===== src/rtl/wb_select_seq_if.sv =====
`default_nettype none
// ============================================================================
// Module   : wb_select_seq_if
// Brief    : Request/response bundle between a write-back requester and
//            wb_select_seq (sources in, register-bank write port out).
// Revision : 1.0 - initial release
// ============================================================================
interface wb_select_seq_if #(
  parameter int WIDTH   = 32,
  parameter int NUM_SRC = 8,
  parameter int SEL_W   = 4
);
  logic                     start;
  logic [SEL_W-1:0]         sel;
  logic [NUM_SRC*WIDTH-1:0] src_data;
  logic [NUM_SRC-1:0]       src_ready;
  logic                     err_clr;
  logic [WIDTH-1:0]         wb_data;
  logic                     wb_valid;
  logic                     busy;
  logic                     sel_err;
  logic                     to_err;

  modport master (
    output start, sel, src_data, src_ready, err_clr,
    input  wb_data, wb_valid, busy, sel_err, to_err
  );

  modport slave (
    input  start, sel, src_data, src_ready, err_clr,
    output wb_data, wb_valid, busy, sel_err, to_err
  );
endinterface
`default_nettype wire


===== src/rtl/wb_select_seq.sv =====
`default_nettype none
// ============================================================================
// Module   : wb_select_seq
// Brief    : Write-back source sequencer: picks a source or constant channel,
//            waits for readiness, issues registered data plus a 1-cycle strobe.
//            Optional macro WB_TIMEOUT_EN enables the WAIT timeout abort.
// Revision : 1.0 - initial release
// ============================================================================
module wb_select_seq #(
  parameter int WIDTH       = 32,
  parameter int NUM_SRC     = 8,
  parameter int SEL_W       = 4,
  parameter int CONST_VAL   = 227,
  parameter int TIMEOUT_CYC = 16
) (
  input  wire             clk,
  input  wire             reset,
  wb_select_seq_if.slave  bus
);

  if ((2**SEL_W <= NUM_SRC) || (TIMEOUT_CYC < 1)) begin : g_param_check
    $error("wb_select_seq: need 2**SEL_W > NUM_SRC and TIMEOUT_CYC >= 1");
  end

  localparam logic [WIDTH-1:0] c_const   = WIDTH'(CONST_VAL);
  localparam logic [SEL_W-1:0] c_num_src = SEL_W'(NUM_SRC);

  typedef enum logic [1:0] {
    ST_IDLE = 2'd0,
    ST_WAIT = 2'd1,
    ST_DONE = 2'd2
  } state_t;

  state_t           r_state, w_state_nxt;
  logic [SEL_W-1:0] r_sel_q;
  logic [WIDTH-1:0] r_wb_data, w_wb_data_nxt;
  logic             r_sel_err, w_sel_err_nxt;
  logic [SEL_W-1:0] w_idx;
  logic             w_rdy;
  logic [WIDTH-1:0] w_src;
  logic             w_sel_bad, w_sel_const;
  logic             w_timeout;

  assign w_sel_bad   = (bus.sel >  c_num_src);
  assign w_sel_const = (bus.sel == c_num_src);

  // In IDLE the live select drives the mux; afterwards the latched copy does.
  assign w_idx = (r_state == ST_IDLE) ? bus.sel : r_sel_q;

  always_comb begin
    w_rdy = 1'b0;
    w_src = '0;
    for (int i = 0; i < NUM_SRC; i++) begin
      if (w_idx == SEL_W'(i)) begin
        w_rdy = bus.src_ready[i];
        w_src = bus.src_data[i*WIDTH +: WIDTH];
      end
    end
  end

`ifdef WB_TIMEOUT_EN
  localparam int c_cnt_w = $clog2(TIMEOUT_CYC + 1);

  logic [c_cnt_w-1:0] r_cnt, w_cnt_inc;
  logic               r_to_err;

  assign w_cnt_inc = (r_cnt == c_cnt_w'(TIMEOUT_CYC)) ? r_cnt : r_cnt + c_cnt_w'(1);
  // Ready on the edge the count would reach the limit takes priority.
  assign w_timeout = (r_state == ST_WAIT) && !w_rdy && (w_cnt_inc == c_cnt_w'(TIMEOUT_CYC));

  always_ff @(posedge clk or negedge reset) begin
    if (!reset) begin
      r_cnt    <= '0;
      r_to_err <= 1'b0;
    end else begin
      if (r_state == ST_WAIT) begin
        r_cnt <= w_cnt_inc;
      end else begin
        r_cnt <= '0;
      end
      if (w_timeout) begin
        r_to_err <= 1'b1;
      end else if (bus.err_clr) begin
        r_to_err <= 1'b0;
      end
    end
  end

  assign bus.to_err = r_to_err;
`else
  assign w_timeout  = 1'b0;
  assign bus.to_err = 1'b0;
`endif

  always_comb begin
    w_state_nxt   = r_state;
    w_wb_data_nxt = r_wb_data;
    w_sel_err_nxt = r_sel_err & ~bus.err_clr;
    case (r_state)
      ST_IDLE: begin
        if (bus.start) begin
          if (w_sel_bad) begin
            w_sel_err_nxt = 1'b1;
          end else if (w_sel_const) begin
            w_wb_data_nxt = c_const;
            w_state_nxt   = ST_DONE;
          end else if (w_rdy) begin
            w_wb_data_nxt = w_src;
            w_state_nxt   = ST_DONE;
          end else begin
            w_state_nxt   = ST_WAIT;
          end
        end
      end
      ST_WAIT: begin
        if (w_rdy) begin
          w_wb_data_nxt = w_src;
          w_state_nxt   = ST_DONE;
        end else if (w_timeout) begin
          w_state_nxt   = ST_IDLE;
        end
      end
      ST_DONE: w_state_nxt = ST_IDLE;
      default: w_state_nxt = ST_IDLE;
    endcase
  end

  always_ff @(posedge clk or negedge reset) begin
    if (!reset) begin
      r_state   <= ST_IDLE;
      r_sel_q   <= '0;
      r_wb_data <= '0;
      r_sel_err <= 1'b0;
    end else begin
      r_state   <= w_state_nxt;
      r_wb_data <= w_wb_data_nxt;
      r_sel_err <= w_sel_err_nxt;
      if ((r_state == ST_IDLE) && bus.start) begin
        r_sel_q <= bus.sel;
      end
    end
  end

  assign bus.wb_data  = r_wb_data;
  assign bus.wb_valid = (r_state == ST_DONE);
  assign bus.busy     = (r_state != ST_IDLE);
  assign bus.sel_err  = r_sel_err;

endmodule
`default_nettype wire


===== src/flat_wrapper.sv =====
// flat-port wrapper written by rule: the top's interface ports become plain ports
module wb_select_seq_flat 
#(
  parameter int WIDTH       = 32,
  parameter int NUM_SRC     = 8,
  parameter int SEL_W       = 4,
  parameter int CONST_VAL   = 227,
  parameter int TIMEOUT_CYC = 16
)
  (clk, reset, bus_start, bus_sel, bus_src_data, bus_src_ready, bus_err_clr, bus_wb_data, bus_wb_valid, bus_busy, bus_sel_err, bus_to_err);
  wb_select_seq_if #(.WIDTH(WIDTH), .NUM_SRC(NUM_SRC), .SEL_W(SEL_W)) bus_i ();
  input  wire clk;
  input  wire reset;
  input wire logic [$bits(bus_i.start)-1:0] bus_start;
  input wire logic [$bits(bus_i.sel)-1:0] bus_sel;
  input wire logic [$bits(bus_i.src_data)-1:0] bus_src_data;
  input wire logic [$bits(bus_i.src_ready)-1:0] bus_src_ready;
  input wire logic [$bits(bus_i.err_clr)-1:0] bus_err_clr;
  output wire logic [$bits(bus_i.wb_data)-1:0] bus_wb_data;
  output wire logic [$bits(bus_i.wb_valid)-1:0] bus_wb_valid;
  output wire logic [$bits(bus_i.busy)-1:0] bus_busy;
  output wire logic [$bits(bus_i.sel_err)-1:0] bus_sel_err;
  output wire logic [$bits(bus_i.to_err)-1:0] bus_to_err;
  assign bus_i.start = bus_start;
  assign bus_i.sel = bus_sel;
  assign bus_i.src_data = bus_src_data;
  assign bus_i.src_ready = bus_src_ready;
  assign bus_i.err_clr = bus_err_clr;
  assign bus_wb_data = bus_i.wb_data;
  assign bus_wb_valid = bus_i.wb_valid;
  assign bus_busy = bus_i.busy;
  assign bus_sel_err = bus_i.sel_err;
  assign bus_to_err = bus_i.to_err;
  wb_select_seq #(.WIDTH(WIDTH), .NUM_SRC(NUM_SRC), .SEL_W(SEL_W), .CONST_VAL(CONST_VAL), .TIMEOUT_CYC(TIMEOUT_CYC)) u_core (.clk(clk), .reset(reset), .bus(bus_i));
endmodule

===== config.mk =====
export PLATFORM = sky130hd
export DESIGN_NAME = wb_select_seq_flat
export DESIGN_NICKNAME = d
export VERILOG_FILES = /design/src/rtl/wb_select_seq_if.sv /design/src/rtl/wb_select_seq.sv /design/src/flat_wrapper.sv
export SDC_FILE = /design/constraint.sdc
export NUM_CORES = 1
export LEC_CHECK = 0
export ABC_AREA = 1
export CAP_MARGIN = 0
export CORE_AREA = 2 2 120 122
export CTS_CLUSTER_DIAMETER = 150
export DETAILED_ROUTE_END_ITERATION = 10
export DIE_AREA = 0 0 122 124
export GPL_ROUTABILITY_DRIVEN = 0
export PLACE_DENSITY_LB_ADDON = 0.1
export SETUP_SLACK_MARGIN = 0.4
export SLEW_MARGIN = 20
export SYNTH_ARGS = -nofsm -noshare
export SYNTH_HDL_FRONTEND = slang
export SYNTH_SLANG_ARGS = --single-unit

===== constraint.sdc =====
create_clock -name clk -period 2.48 [get_ports clk]
set_clock_uncertainty 0.05 [all_clocks]
set_input_delay 0.372 -clock clk [delete_from_list [all_inputs] [get_ports clk]]
set_output_delay 0.372 -clock clk [all_outputs]
set_load 0.05 [all_outputs]

# Word level (Yosys, flattened, before mapping)
# Index checks and enable logic that the tools add are counted.
# word_totals
register_bits,39
latch_bits,0
ram_bits,0
rom_bits,0
input_bits,272
output_inout_bits,36
wordCells,58
mem_count,0
# classes
n_addsub,0
n_mul,0
div_mod_pow,0
n_lt_le_gt_ge,1
eq_ne,13
shifts,0
muxes,31
bitwise_logic,2
reduce_logical,7
# ops
operator,count
$mux 32,12
$pmux 32 s2,1
$eq 4x3->1 const B,4
$mux 1,11
$mux 2,5
$eq 4x2->1 const B,2
$reduce_and 3->1,2
$eq 4x1->1 const B,1
$eq 4x4->1 const B,1
$gt 4x4->1 const B,1
$logic_not 4->1,1
$mux 4,1
$ne 2x2->1 const B,2
$pmux 2 s2,1
$reduce_bool 2->1,2
$eq 2x1->1 const B,1
$eq 2x2->1 const B,1
$logic_not 2->1,1
$ne 2x1->1 const B,1
$and 1x1->1,1
$logic_and 1x1->1,1
$not 1->1,1

# Logic depth before layout (Yosys ltp)
# logic_depth
depth_word,16
mapped_depth,16
mapped_depth_nobuf,15

# Least setup slack after synthesis
# No wires, ideal clock.
# synth_timing
path_kind,flip-flop to flip-flop
from,register u_core.r_state[0]
to,register u_core.r_wb_data[4] (netlist: u_core.bus.wb_data[4])
setup_ns,0.118
t_arrival_ns,1.935
required_ns,2.312
setup_slack_ns,0.378
stages_incl_launch_ff,16
n_path_buf,2
synth_period_minus_slack_ns,2.102
path_cell_list,dfrtp_1 inv_2 nand2_2 nand2_1 nand2_2 nor2_1 and2_1 buf_4 buf_2 nand2_1 nand2_1 nand3_1 nand2_1 nand2_1 nand2_1 nand2_1
# synth_between
elab_chain_len,16
elab_cells_between_ends,36
cone_classes,eq/ne (10); mux (22); reduce/logical (4)
# synth_lines
item,line_no,text
"start, declared",wb_select_seq.sv:34,"state_t r_state, w_state_nxt;"
"start signal, assigned",wb_select_seq.sv:135,r_state <= w_state_nxt;
$logic_not 2->1,"wb_select_seq.sv:48, wb_select_seq.sv:99",
$mux 4,wb_select_seq.sv:48,assign w_idx = (r_state == ST_IDLE) ? bus.sel : r_sel_q;
$logic_not 4->1,wb_select_seq.sv:54,if (w_idx == SEL_W'(i)) begin
$mux 32 / $mux 1 (equally long branches) (8 in a row),wb_select_seq.sv:54,
$mux 32,"wb_select_seq.sv:107, wb_select_seq.sv:116",
$mux 32,wb_select_seq.sv:104,end else if (w_sel_const) begin
$mux 32,wb_select_seq.sv:102,if (w_sel_bad) begin
$mux 32,wb_select_seq.sv:101,if (bus.start) begin
$pmux 32 s2,wb_select_seq.sv:99,case (r_state)
"end signal, assigned",wb_select_seq.sv:136,r_wb_data <= w_wb_data_nxt;
"end, declared",wb_select_seq.sv:36,"logic [WIDTH-1:0] r_wb_data, w_wb_data_nxt;"
# Several ways; a longest one is shown, not always the timed one. The select of a mux whose other input is x is not followed.
# A chain may end at the register's enable or synchronous reset.

# Final worst setup path
# layout_timing
from,register u_core.r_state[1]
to,register u_core.r_wb_data[6] (netlist: u_core.bus.wb_data[6])
# The elaborated chain is that of the path after synthesis.

==> results_dict.tcl <==
set metrics [dict create \
    status "finished clean" \
    rows 43 \
    wirelength_mm 23.9 \
    htreeDepth 2 \
    fillers 1307 \
    grt_usage_pct 29.2 \
    fp.dieW_um 122 \
    min_period_ns 2.37 \
    ant_nets 0 \
    timing.fmax_mhz 421 \
    dp_slack_ns -0.174 \
    finalPower_w 0.0101 \
    r2r-start "u_core.r_state[1]" \
    fin_ws_ns 0.106 \
    cts_tree "built" \
    core-area_um2 13700 \
    drt_first_pass_iters 5 \
    syn-num-nets 1087 \
    finalSetupViolations 0 \
    grt_remaining_overflow 0 \
    synthDistinctLibCells 27 \
    cp-end-kind "flop" \
    cp_max_fo 8 \
    met3_length_mm 2.12 \
    worstSetupPathType "reg -> reg" \
    synth_warnings 0 \
    instances_no_fill 1335 \
    ys_seq_area_share_pct 22.6 \
    crit_chain "nor2_4 -> buf_6 -> nand2_1 -> o21ai_2 -> nor2_2 -> nand2_2 -> buf_4 -> buf_4 -> buf_4 -> nand2_1 -> o21bai_1 -> nand4_1 -> nand2_1 -> nand3_1 -> nand2_1 -> inv_1" \
    vdd_ir_drop_max_mv 0.948 \
    slew-limit-headroom_pct 40.2 \
    synth_seq_cells 39 \
    worst_pin_slew_ns 0.897 \
    startpoint "u_core.r_state[1]" \
    cts_buffers 5 \
    insertion_delay_ns 0.28 \
    place.detailed.hpwl_mm 18.4 \
    start_util_pct 31.5 \
    drt-initial-drc-count 528 \
    synth_cells 815 \
    rsz0062_at_grt "yes" \
    root_buffer "clkbuf_16" \
    leakage_nw 4.18 \
    vias 6467 \
    top_layer "met4" \
    hold_viol 0 \
    die_area_um2 15100 \
    grt_pass1_vias 5850 \
    min_path_type "in -> async" \
    areaGrowthSynthToFinish_pct 99.8 \
    grt_max_degree 40 \
    drc 0 \
    drive_above_1_share_pct 13.8 \
    io_buffers 306 \
    fin_crit_sh_pct 95.7 \
    hold_slack_ns 0.158 \
    pin_count 308 \
    fin_nets 1425 \
    antenna_found_initial 1 \
    cp-start-kind "flop" \
    fp.dieH_um 124 \
    max_cap_violations 0 \
    clk_path_buf_depth 2 \
    cp_common_cell "nand2_1" \
    place_inst 1307 \
    cp_slowest_stage_delay_ns 0.44 \
    viasPerCell 4.84 \
    clock-sinks 39 \
    powerDensity_nw_per_um2 1160 \
    cp.required_ns 2.61 \
    grt_pass1_wl_mm 33.6 \
    cpMaxStageDelayCell "dfrtp_2" \
    dr_wl_met2_mm 11.0 \
    drt-met1-wl_mm 9.99 \
    cp.arrival_ns 2.51 \
    routedWlPerCell_um 17.9 \
    syn-cell-area_um2 4330 \
    avgSynthCellArea_um2 5.31 \
    drv_slew 0 \
    path_clk_slew_ns 0.06 \
]
## critical path, delay by kind of cell (launching register included)
| kind | cells | cell delay (ns) |
|---|---|---|
| buf+inv | 5 | 0.52 |
| compound gates | 2 | 0.25 |
| flops | 1 | 0.44 |
| simple gates | 9 | 1.00 |
## power breakdown
group / internal (W) / leakage, nW / switching, W
registers: 0.000908 / 0.493 / 0.000221
clock network: 0.000428 / 0.0772 / 0.000246
logic: 0.00349 / 3.61 / 0.00477
total: 0.00483 / 4.18 / 0.00524
## timing repair
action                     in CTS  in global routing
pin swaps                       9                 22
setup buffers                   4                  9
cloned                          2                  4
setup endpoints to repair      36                 36
resized for setup              21                 45
hold buffers                    0                  0
## cell usage after synthesis (all sizes together)
cell | instances | area, µm²
o32ai | 1 | 8.76
nand4 | 29 | 188
o21ai | 10 | 50.1
a21oi | 9 | 45.0
dfrtp | 39 | 976
buf | 34 | 178
nand2 | 295 | 1120
inv | 98 | 368
conb | 1 | 3.75
nor3 | 11 | 60.1
or2 | 5 | 31.3
o21bai | 1 | 7.51
nor4 | 1 | 6.26
clkbuf | 14 | 52.6
and2 | 2 | 12.5
nand3 | 153 | 771
nor2 | 112 | 445
## final timing paths
check,slack (ns),end,cells after the start
min in group clk,0.44,u_core.r_sel_q[3],2
worst min-delay path,0.16,u_core.bus.sel_err,1
worst min register to register,0.44,u_core.r_sel_q[3],2
max in group asynchronous,1.60,u_core.r_state[1],1
worst max register to register,0.11,u_core.bus.wb_data[6],16
worst max-delay path,0.11,u_core.bus.wb_data[6],16
## stage by stage
stage | TNS (ns) | util (%) | instance area (µm²)
2_1_floorplan | 0 | - | 4330
3_3_place_gp | -0.466 | 58.0 | 7960
3_5_place_dp | -0.475 | 58.0 | 7960
4_1_cts | 0 | 60.4 | 8290
5_1_grt | 0 | 63.0 | 8640
6_report | 0 | 63.0 | 8640
## layout make-up
type	count	area (µm²)	area share [%]
repair buffers	379	3920	45.4
inverters	98	368	4.26
multi-input cells	630	2990	34.6
diodes	1	2.50	0.0290
flip-flops and latches	39	978	11.3
clock buffers	8	156	1.81
well taps	180	225	2.61
## cell usage in the layout (no fill, tap or decap), types with 10 or more instances in the layout
| master | Yosys | routed |
|---|---|---|
| nand4_1 | 28 | 28 |
| dfrtp_1 | 39 | 37 |
| nand2_1 | 289 | 277 |
| clkdlybuf4s50_1 | 0 | 305 |
| nor2_2 | 4 | 15 |
| buf_12 | 0 | 15 |
| nand3_2 | 1 | 10 |
| inv_1 | 92 | 91 |
| nor2_1 | 106 | 92 |
| nand3_1 | 152 | 143 |
| nand2_2 | 6 | 13 |
| buf_4 | 4 | 48 |
## per-layer routing
| metal | global-route usage, % | up-vias |
|---|---|---|
| met5 | 0 | - |
| met4 | 10.9 | 0 |
| met3 | 5.77 | 49 |
| li1 | - | 3236 |
| met1 | 39.5 | 2895 |
| met2 | 46.2 | 287 |
## kinds of logic (layout without fill, tap and decap cells)
logic type / Yosys count / after routing / synth area share [%]
AND/OR/NAND/NOR: 608 / 608 / 60.9
flip-flops: 39 / 39 / 22.6
AO/OA/AOI/OAI: 21 / 21 / 2.57
other: 1 / 2 / 0.0867
buffers and inverters: 146 / 485 / 13.8
## state kept, by name, summed over array words and instances (netlist names)
register and count:
u_core.bus.sel_err 1, u_core.bus.wb_data 32, u_core.r_sel_q 4, u_core.r_state 2
(Power assumes the default switching activity.)
